File: src/rtl/ibex_mem_arb_pkg.sv
// rtl/ibex_mem_arb_pkg.sv - shared owner and selection-state types for the ibex memory arbiter
package ibex_mem_arb_pkg;

  typedef enum logic {
    OwnerInstr = 1'b0,
    OwnerData  = 1'b1
  } arb_owner_e;

  typedef enum logic {
    ArbIdle   = 1'b0,
    ArbLocked = 1'b1
  } arb_state_e;

endpackage

File: src/rtl/ibex_mem_arb_owner_fifo.sv
// rtl/ibex_mem_arb_owner_fifo.sv - in-order FIFO of granted-transaction owners
// Pointers wrap modulo Depth, so non-power-of-two depths are supported.
module ibex_mem_arb_owner_fifo
  import ibex_mem_arb_pkg::*;
#(
  parameter int Depth = 2
) (
  input  logic                       i_clk,
  input  logic                       i_rst,
  input  logic                       i_push,
  input  logic                       i_owner,
  input  logic                       i_pop,
  output logic                       o_head,
  output logic                       o_full,
  output logic                       o_empty,
  output logic [$clog2(Depth+1)-1:0] o_count
);

  localparam int PtrW = (Depth > 1) ? $clog2(Depth) : 1;
  localparam int CntW = $clog2(Depth + 1);

  arb_owner_e      r_mem [Depth];
  logic [PtrW-1:0] r_wr_ptr;
  logic [PtrW-1:0] r_rd_ptr;
  logic [CntW-1:0] r_count;

  function automatic logic [PtrW-1:0] ptr_inc(input logic [PtrW-1:0] p);
    return (p == PtrW'(Depth - 1)) ? '0 : p + 1'b1;
  endfunction

  always_ff @(posedge i_clk or posedge i_rst) begin
    if (i_rst) begin
      r_wr_ptr <= '0;
      r_rd_ptr <= '0;
      r_count  <= '0;
    end else begin
      if (i_push) r_wr_ptr <= ptr_inc(r_wr_ptr);
      if (i_pop)  r_rd_ptr <= ptr_inc(r_rd_ptr);
      case ({i_push, i_pop})
        2'b10:   r_count <= r_count + 1'b1;
        2'b01:   r_count <= r_count - 1'b1;
        default: r_count <= r_count;
      endcase
    end
  end

  // Entries need no reset: the head is only consumed while the FIFO is non-empty.
  always_ff @(posedge i_clk) begin
    if (i_push) r_mem[r_wr_ptr] <= arb_owner_e'(i_owner);
  end

  assign o_head  = r_mem[r_rd_ptr];
  assign o_full  = (r_count == CntW'(Depth));
  assign o_empty = (r_count == '0);
  assign o_count = r_count;

endmodule

File: src/rtl/ibex_mem_arbiter.sv
// rtl/ibex_mem_arbiter.sv - shares one OBI memory between ibex instruction and data ports
// IBEX_MEM_ARB_RR_EN selects round-robin arbitration; otherwise data has fixed priority.
module ibex_mem_arbiter
  import ibex_mem_arb_pkg::*;
#(
  parameter int MaxOutstanding = 2,
  parameter int AddrWidth      = 32,
  parameter int DataWidth      = 32
) (
  input  logic                                clk_i,
  input  logic                                rst_i,
  input  logic                                instr_req_i,
  input  logic [AddrWidth-1:0]                instr_addr_i,
  output logic                                instr_gnt_o,
  output logic                                instr_rvalid_o,
  output logic [DataWidth-1:0]                instr_rdata_o,
  output logic                                instr_err_o,
  input  logic                                data_req_i,
  input  logic                                data_we_i,
  input  logic [DataWidth/8-1:0]              data_be_i,
  input  logic [AddrWidth-1:0]                data_addr_i,
  input  logic [DataWidth-1:0]                data_wdata_i,
  output logic                                data_gnt_o,
  output logic                                data_rvalid_o,
  output logic [DataWidth-1:0]                data_rdata_o,
  output logic                                data_err_o,
  output logic                                mem_req_o,
  output logic                                mem_we_o,
  output logic [DataWidth/8-1:0]              mem_be_o,
  output logic [AddrWidth-1:0]                mem_addr_o,
  output logic [DataWidth-1:0]                mem_wdata_o,
  input  logic                                mem_gnt_i,
  input  logic                                mem_rvalid_i,
  input  logic [DataWidth-1:0]                mem_rdata_i,
  input  logic                                mem_err_i,
  output logic [$clog2(MaxOutstanding+1)-1:0] outstanding_o,
  output logic                                spurious_rvalid_o
);

  arb_state_e r_state;
  arb_state_e w_state_nxt;
  arb_owner_e r_locked_owner;
  arb_owner_e w_locked_owner_nxt;
  arb_owner_e w_winner;
  arb_owner_e w_sel;
  logic       w_head;
  logic       w_full;
  logic       w_empty;
  logic       w_grant;
  logic       w_pop;
  logic       w_sel_data;
  logic       r_spurious;

`ifdef IBEX_MEM_ARB_RR_EN
  arb_owner_e r_rr_ptr;

  // The pointer moves away from whoever was just granted, so a contender always gets the next slot.
  always_ff @(posedge clk_i or posedge rst_i) begin
    if (rst_i) begin
      r_rr_ptr <= OwnerData;
    end else if (w_grant) begin
      r_rr_ptr <= (w_sel == OwnerData) ? OwnerInstr : OwnerData;
    end
  end

  always_comb begin
    w_winner = OwnerInstr;
    if (instr_req_i && data_req_i) w_winner = r_rr_ptr;
    else if (data_req_i)           w_winner = OwnerData;
  end
`else
  always_comb begin
    w_winner = data_req_i ? OwnerData : OwnerInstr;
  end
`endif

  always_ff @(posedge clk_i or posedge rst_i) begin
    if (rst_i) begin
      r_state        <= ArbIdle;
      r_locked_owner <= OwnerInstr;
    end else begin
      r_state        <= w_state_nxt;
      r_locked_owner <= w_locked_owner_nxt;
    end
  end

  always_comb begin
    w_state_nxt        = r_state;
    w_locked_owner_nxt = r_locked_owner;
    case (r_state)
      ArbIdle: begin
        if (mem_req_o && !mem_gnt_i) begin
          w_state_nxt        = ArbLocked;
          w_locked_owner_nxt = w_winner;
        end
      end
      ArbLocked: begin
        if (mem_gnt_i) w_state_nxt = ArbIdle;
      end
      default: w_state_nxt = ArbIdle;
    endcase
  end

  assign w_sel      = (r_state == ArbLocked) ? r_locked_owner : w_winner;
  assign w_sel_data = (w_sel == OwnerData);

  // Full comes from the registered count, so a same-cycle pop cannot open a grant slot.
  assign mem_req_o   = (instr_req_i | data_req_i) & ~w_full & ~rst_i;
  assign w_grant     = mem_req_o & mem_gnt_i;
  assign instr_gnt_o = w_grant & ~w_sel_data;
  assign data_gnt_o  = w_grant & w_sel_data;

  assign mem_we_o    = w_sel_data & data_we_i;
  assign mem_be_o    = w_sel_data ? data_be_i : {(DataWidth/8){1'b1}};
  assign mem_addr_o  = w_sel_data ? data_addr_i : instr_addr_i;
  assign mem_wdata_o = w_sel_data ? data_wdata_i : '0;

  ibex_mem_arb_owner_fifo #(
    .Depth (MaxOutstanding)
  ) u_owner_fifo (
    .i_clk   (clk_i),
    .i_rst   (rst_i),
    .i_push  (w_grant),
    .i_owner (w_sel_data),
    .i_pop   (w_pop),
    .o_head  (w_head),
    .o_full  (w_full),
    .o_empty (w_empty),
    .o_count (outstanding_o)
  );

  assign w_pop          = mem_rvalid_i & ~w_empty;
  assign instr_rvalid_o = w_pop & ~w_head;
  assign data_rvalid_o  = w_pop & w_head;
  assign instr_rdata_o  = mem_rdata_i;
  assign data_rdata_o   = mem_rdata_i;
  assign instr_err_o    = mem_err_i;
  assign data_err_o     = mem_err_i;

  always_ff @(posedge clk_i or posedge rst_i) begin
    if (rst_i) begin
      r_spurious <= 1'b0;
    end else if (mem_rvalid_i && w_empty) begin
      r_spurious <= 1'b1;
    end
  end

  assign spurious_rvalid_o = r_spurious;

endmodule

File: config.mk
export PLATFORM = sky130hd
export DESIGN_NAME = ibex_mem_arbiter
export DESIGN_NICKNAME = d
export VERILOG_FILES = /design/src/rtl/ibex_mem_arb_pkg.sv /design/src/rtl/ibex_mem_arb_owner_fifo.sv /design/src/rtl/ibex_mem_arbiter.sv
export SDC_FILE = /design/constraint.sdc
export NUM_CORES = 1
export LEC_CHECK = 0
export BUFFER_PORTS_ARGS = -buffer_cell sky130_fd_sc_hd__buf_2
export CAP_MARGIN = 0
export CORE_AREA = 2 2 111 113
export CTS_CLUSTER_SIZE = 8
export DETAILED_ROUTE_END_ITERATION = 10
export DIE_AREA = 0 0 113 115
export PLACE_DENSITY = 0.56
export SYNTH_ARGS = -nofsm -noshare
export SYNTH_HDL_FRONTEND = slang
export SYNTH_SLANG_ARGS = --single-unit
File: constraint.sdc
create_clock -name clk_i -period 2.1 [get_ports clk_i]
set_clock_uncertainty 0.05 [all_clocks]
set_input_delay 0.315 -clock clk_i [delete_from_list [all_inputs] [get_ports clk_i]]
set_output_delay 0.315 -clock clk_i [all_outputs]
set_load 0.05 [all_outputs]
==> reports/results.ini <==
[sta]
fmax_mhz = 469
setup_viol = 10
fin_tns_setup_ns = -0.167
rsz0062_at_grt = yes
worst_slack_ns = -0.0304
tightest_slew_ns = 0.316
drv_slew = 0
hold_viol = 0
maxSlewHeadroom_pct = 79.0
period_share_pct = 101
post-route-min-period_ns = 2.13

[run_status]
violations = design-rule violations, negative setup slack
run_status = finished with violations

[setup_path]
crit_path_start_kind = register
r2r_start = u_owner_fifo.o_count[0]$_DFFE_PP0P_
path_common_cell = buf_12
max_stage_delay_ns = 0.40
cp_slowest_cell = dfrtp_1
worstRegToRegCells = 6
cp_max_fo = 6
r2r_end = u_owner_fifo.o_count[1]$_DFFE_PP0P_
worstPathRequired_ns = 1.74
crit_type = reg2out
worstSetupEndpointType = primary output
path_cells = mux2i_4 -> buf_12 -> buf_12 -> buf_16 -> mux2_4 -> buf_8
rrSetupSlack_ns = 0.38
critPathArrivalTime_ns = 1.77

[floorplan]
rows = 40
coreArea_mm2 = 0.0118
die_x_um = 113
pin_count = 283
dieHeight_um = 115
initial_core_util_pct = 14.4
die_area_mm2 = 0.0130

[logic_synthesis]
seq_area_frac_synth_pct = 13.8
yosysTopAreaCellShare_pct = 29.1
syn_inst = 181
synthXorXnorAreaFrac_pct = 2.57
synth-simple-area-share_pct = 17.9
muxShareOfSynthArea_pct = 30.6
yosysMostFrequentCell = buf_4
synth_area_leaders = buf_4 (29%), mux2_4 (27%), nor2b_1 (12%)
synth_seq_cells = 9
yosysWarnings = 0
synth_top_family_by_area = buffers and inverters
syn_area_mm2 = 0.00170
synthTopCellsByCount = buf_4 (66), nor2b_1 (34), mux2_4 (31)
yosysTopAreaCell = buf_4
async_flop_share_pct = 77.8
ys_types = 22
avgSynthCellArea_um2 = 9.41
mappedNetlistNets = 322
synth_compound_area_share_pct = 1.10
synth-main-ff-cell = dfrtp_1
synth_adder_area_share_pct = 0.735
synth_edf_count = 2

[clock_tree]
root_buffer = clkbuf_16
cts_buffers = 3
clockBufferDepth = 2
cts.reportedPaths.clkPinSlew_ns = 0.04
cts_tree = built
clock_sinks = 9
clk_latency_ns = 0.23
htree_levels = 1

[place]
dp_slack_ns = 0.160
io_buffers = 183
hpwl_mm = 5.07
place.gp.congestion = 0.811

[layout]
areaGrowthSynthToFinish_pct = 69.0
fin_nets = 450
regArea_um2 = 235
fillCellCount = 1247
antenna-diode-count = 0
multi_input_area_um2 = 976
drive_above_1_share_pct = 81.2

[min_path]
hold_class = in2async

[power_and_ir_drop]
p_leak_nw = 1.56
power_mw = 3.01
ir_drop_uv = 262
powerDensity_mw_per_mm2 = 1050

[global_routing]
first_global_vias = 1557
grt_max_degree = 21
overflow = 0
grtUsageMet3_pct = 2.48
use_met1_pct = 7.89
met2_usage_pct = 17.3
grt.busiest_layer = met2
grt_pass1_wl_mm = 8.26
grt_use_total_pct = 8.43
grt_antenna_before_repair = 0

[routing]
antenna_left = 0
drt_iter0_markers = 45
remaining_drc_errors = 20
viasPerCell = 3.70
wl_mm = 6.55
vias = 1684
drt_pass1_iterations = 7
wire_per_inst_um = 14.4

[job]
cap_violations = 0

stage by stage:
stage               instance area, um2  utilization, %  cells  hold WS [ns]
global route                      2880            24.4    455        0.0392
finish                            2880            24.4    455        0.0234
floorplan                         1710               -    181        0.0977
global placement                  2300            19.5    443         0.275
CTS                               2650            22.5    454        0.0269
detailed placement                2300            19.5    443         0.273
routing by layer:
| metal | share of wire, % | wire (um) | up-vias |
|---|---|---|---|
| met4 | 2.0 | 134 | 0 |
| met1 | 30 | 1950 | 757 |
| met5 | 0 | 0 | - |
| met3 | 11 | 728 | 19 |
| li1 | - | - | 772 |
| met2 | 57 | 3740 | 136 |
flip-flops by register name (all words and copies together) (netlist names):
signal / flops
u_owner_fifo.r_wr_ptr: 1
r_locked_owner: 1
spurious_rvalid_o: 1
r_state: 1
u_owner_fifo.r_rd_ptr: 1
u_owner_fifo.r_mem: 2
u_owner_fifo.o_count: 2
worst max-delay path by stage:
| stage | from | endpoint | slack [ns] | cells past startpoint |
|---|---|---|---|---|
| 2_1_floorplan | u_owner_fifo.o_count[0]$_DFFE_PP0P_ | data_gnt_o | -0.1 | 3 |
| 3_3_place_gp | r_state$_DFF_PP0_ | mem_addr_o[6] | 0.21 | 4 |
| 3_5_place_dp | r_state$_DFF_PP0_ | mem_addr_o[14] | 0.16 | 4 |
| 4_1_cts | r_state$_DFF_PP0_ | mem_addr_o[30] | -0.04 | 5 |
| 5_1_grt | r_state$_DFF_PP0_ | mem_addr_o[7] | -0.1 | 6 |
| 6_report | r_state$_DFF_PP0_ | mem_addr_o[7] | -0.03 | 6 |
cell type report:
class	count	area share, %
multi-input combinational	96	33.9
clock buffer	4	2.74
inverter	3	0.391
tap	147	6.39
sequential	9	8.17
timing repair buffer	196	48.4
cell families (layout without fill, tap and decap cells):
logic type	count (synthesis)	count (layout)
buffers and inverters	76	203
and+or+nand+nor	52	52
muxes	35	35
DFF	9	9
xor gates and xnor gates	5	5
AOI/OAI and AO/OA	3	3
adders and majority gates	1	1
critical path, delay by kind of cell, from the launching register on:
kind / cells / cell delay [ns]
buffers and inverters: 4 / 0.55
DFF: 1 / 0.40
muxes: 2 / 0.57
where the power goes:
group | switching [mW] | leakage [nW] | internal [mW]
logic | 1.42 | 1.42 | 0.937
clock network | 0.0864 | 0.0382 | 0.254
registers | 0.0655 | 0.0986 | 0.243
total | 1.57 | 1.56 | 1.43
cells in the final DEF (no fill, tap or decap), types with 3 or more instances in the layout:
cell type / instances
buf_12: 3
buf_2: 141
buf_4: 8
buf_6: 35
buf_8: 3
clkbuf_16: 4
dfrtp_1: 7
inv_1: 3
mux2_4: 31
nor2_1: 8
nor2b_1: 22
nor2b_2: 3
nor2b_4: 9
or2_2: 5
xnor2_1: 4
timing repair:
action | in CTS | in global routing
gates resized for setup | 47 | 69
hold buffers | 0 | 0
cloned | 3 | 1
setup endpoints to repair | 32 | 36
setup buffers | 4 | 0
No activity file was read; power rests on OpenSTA's default activity.
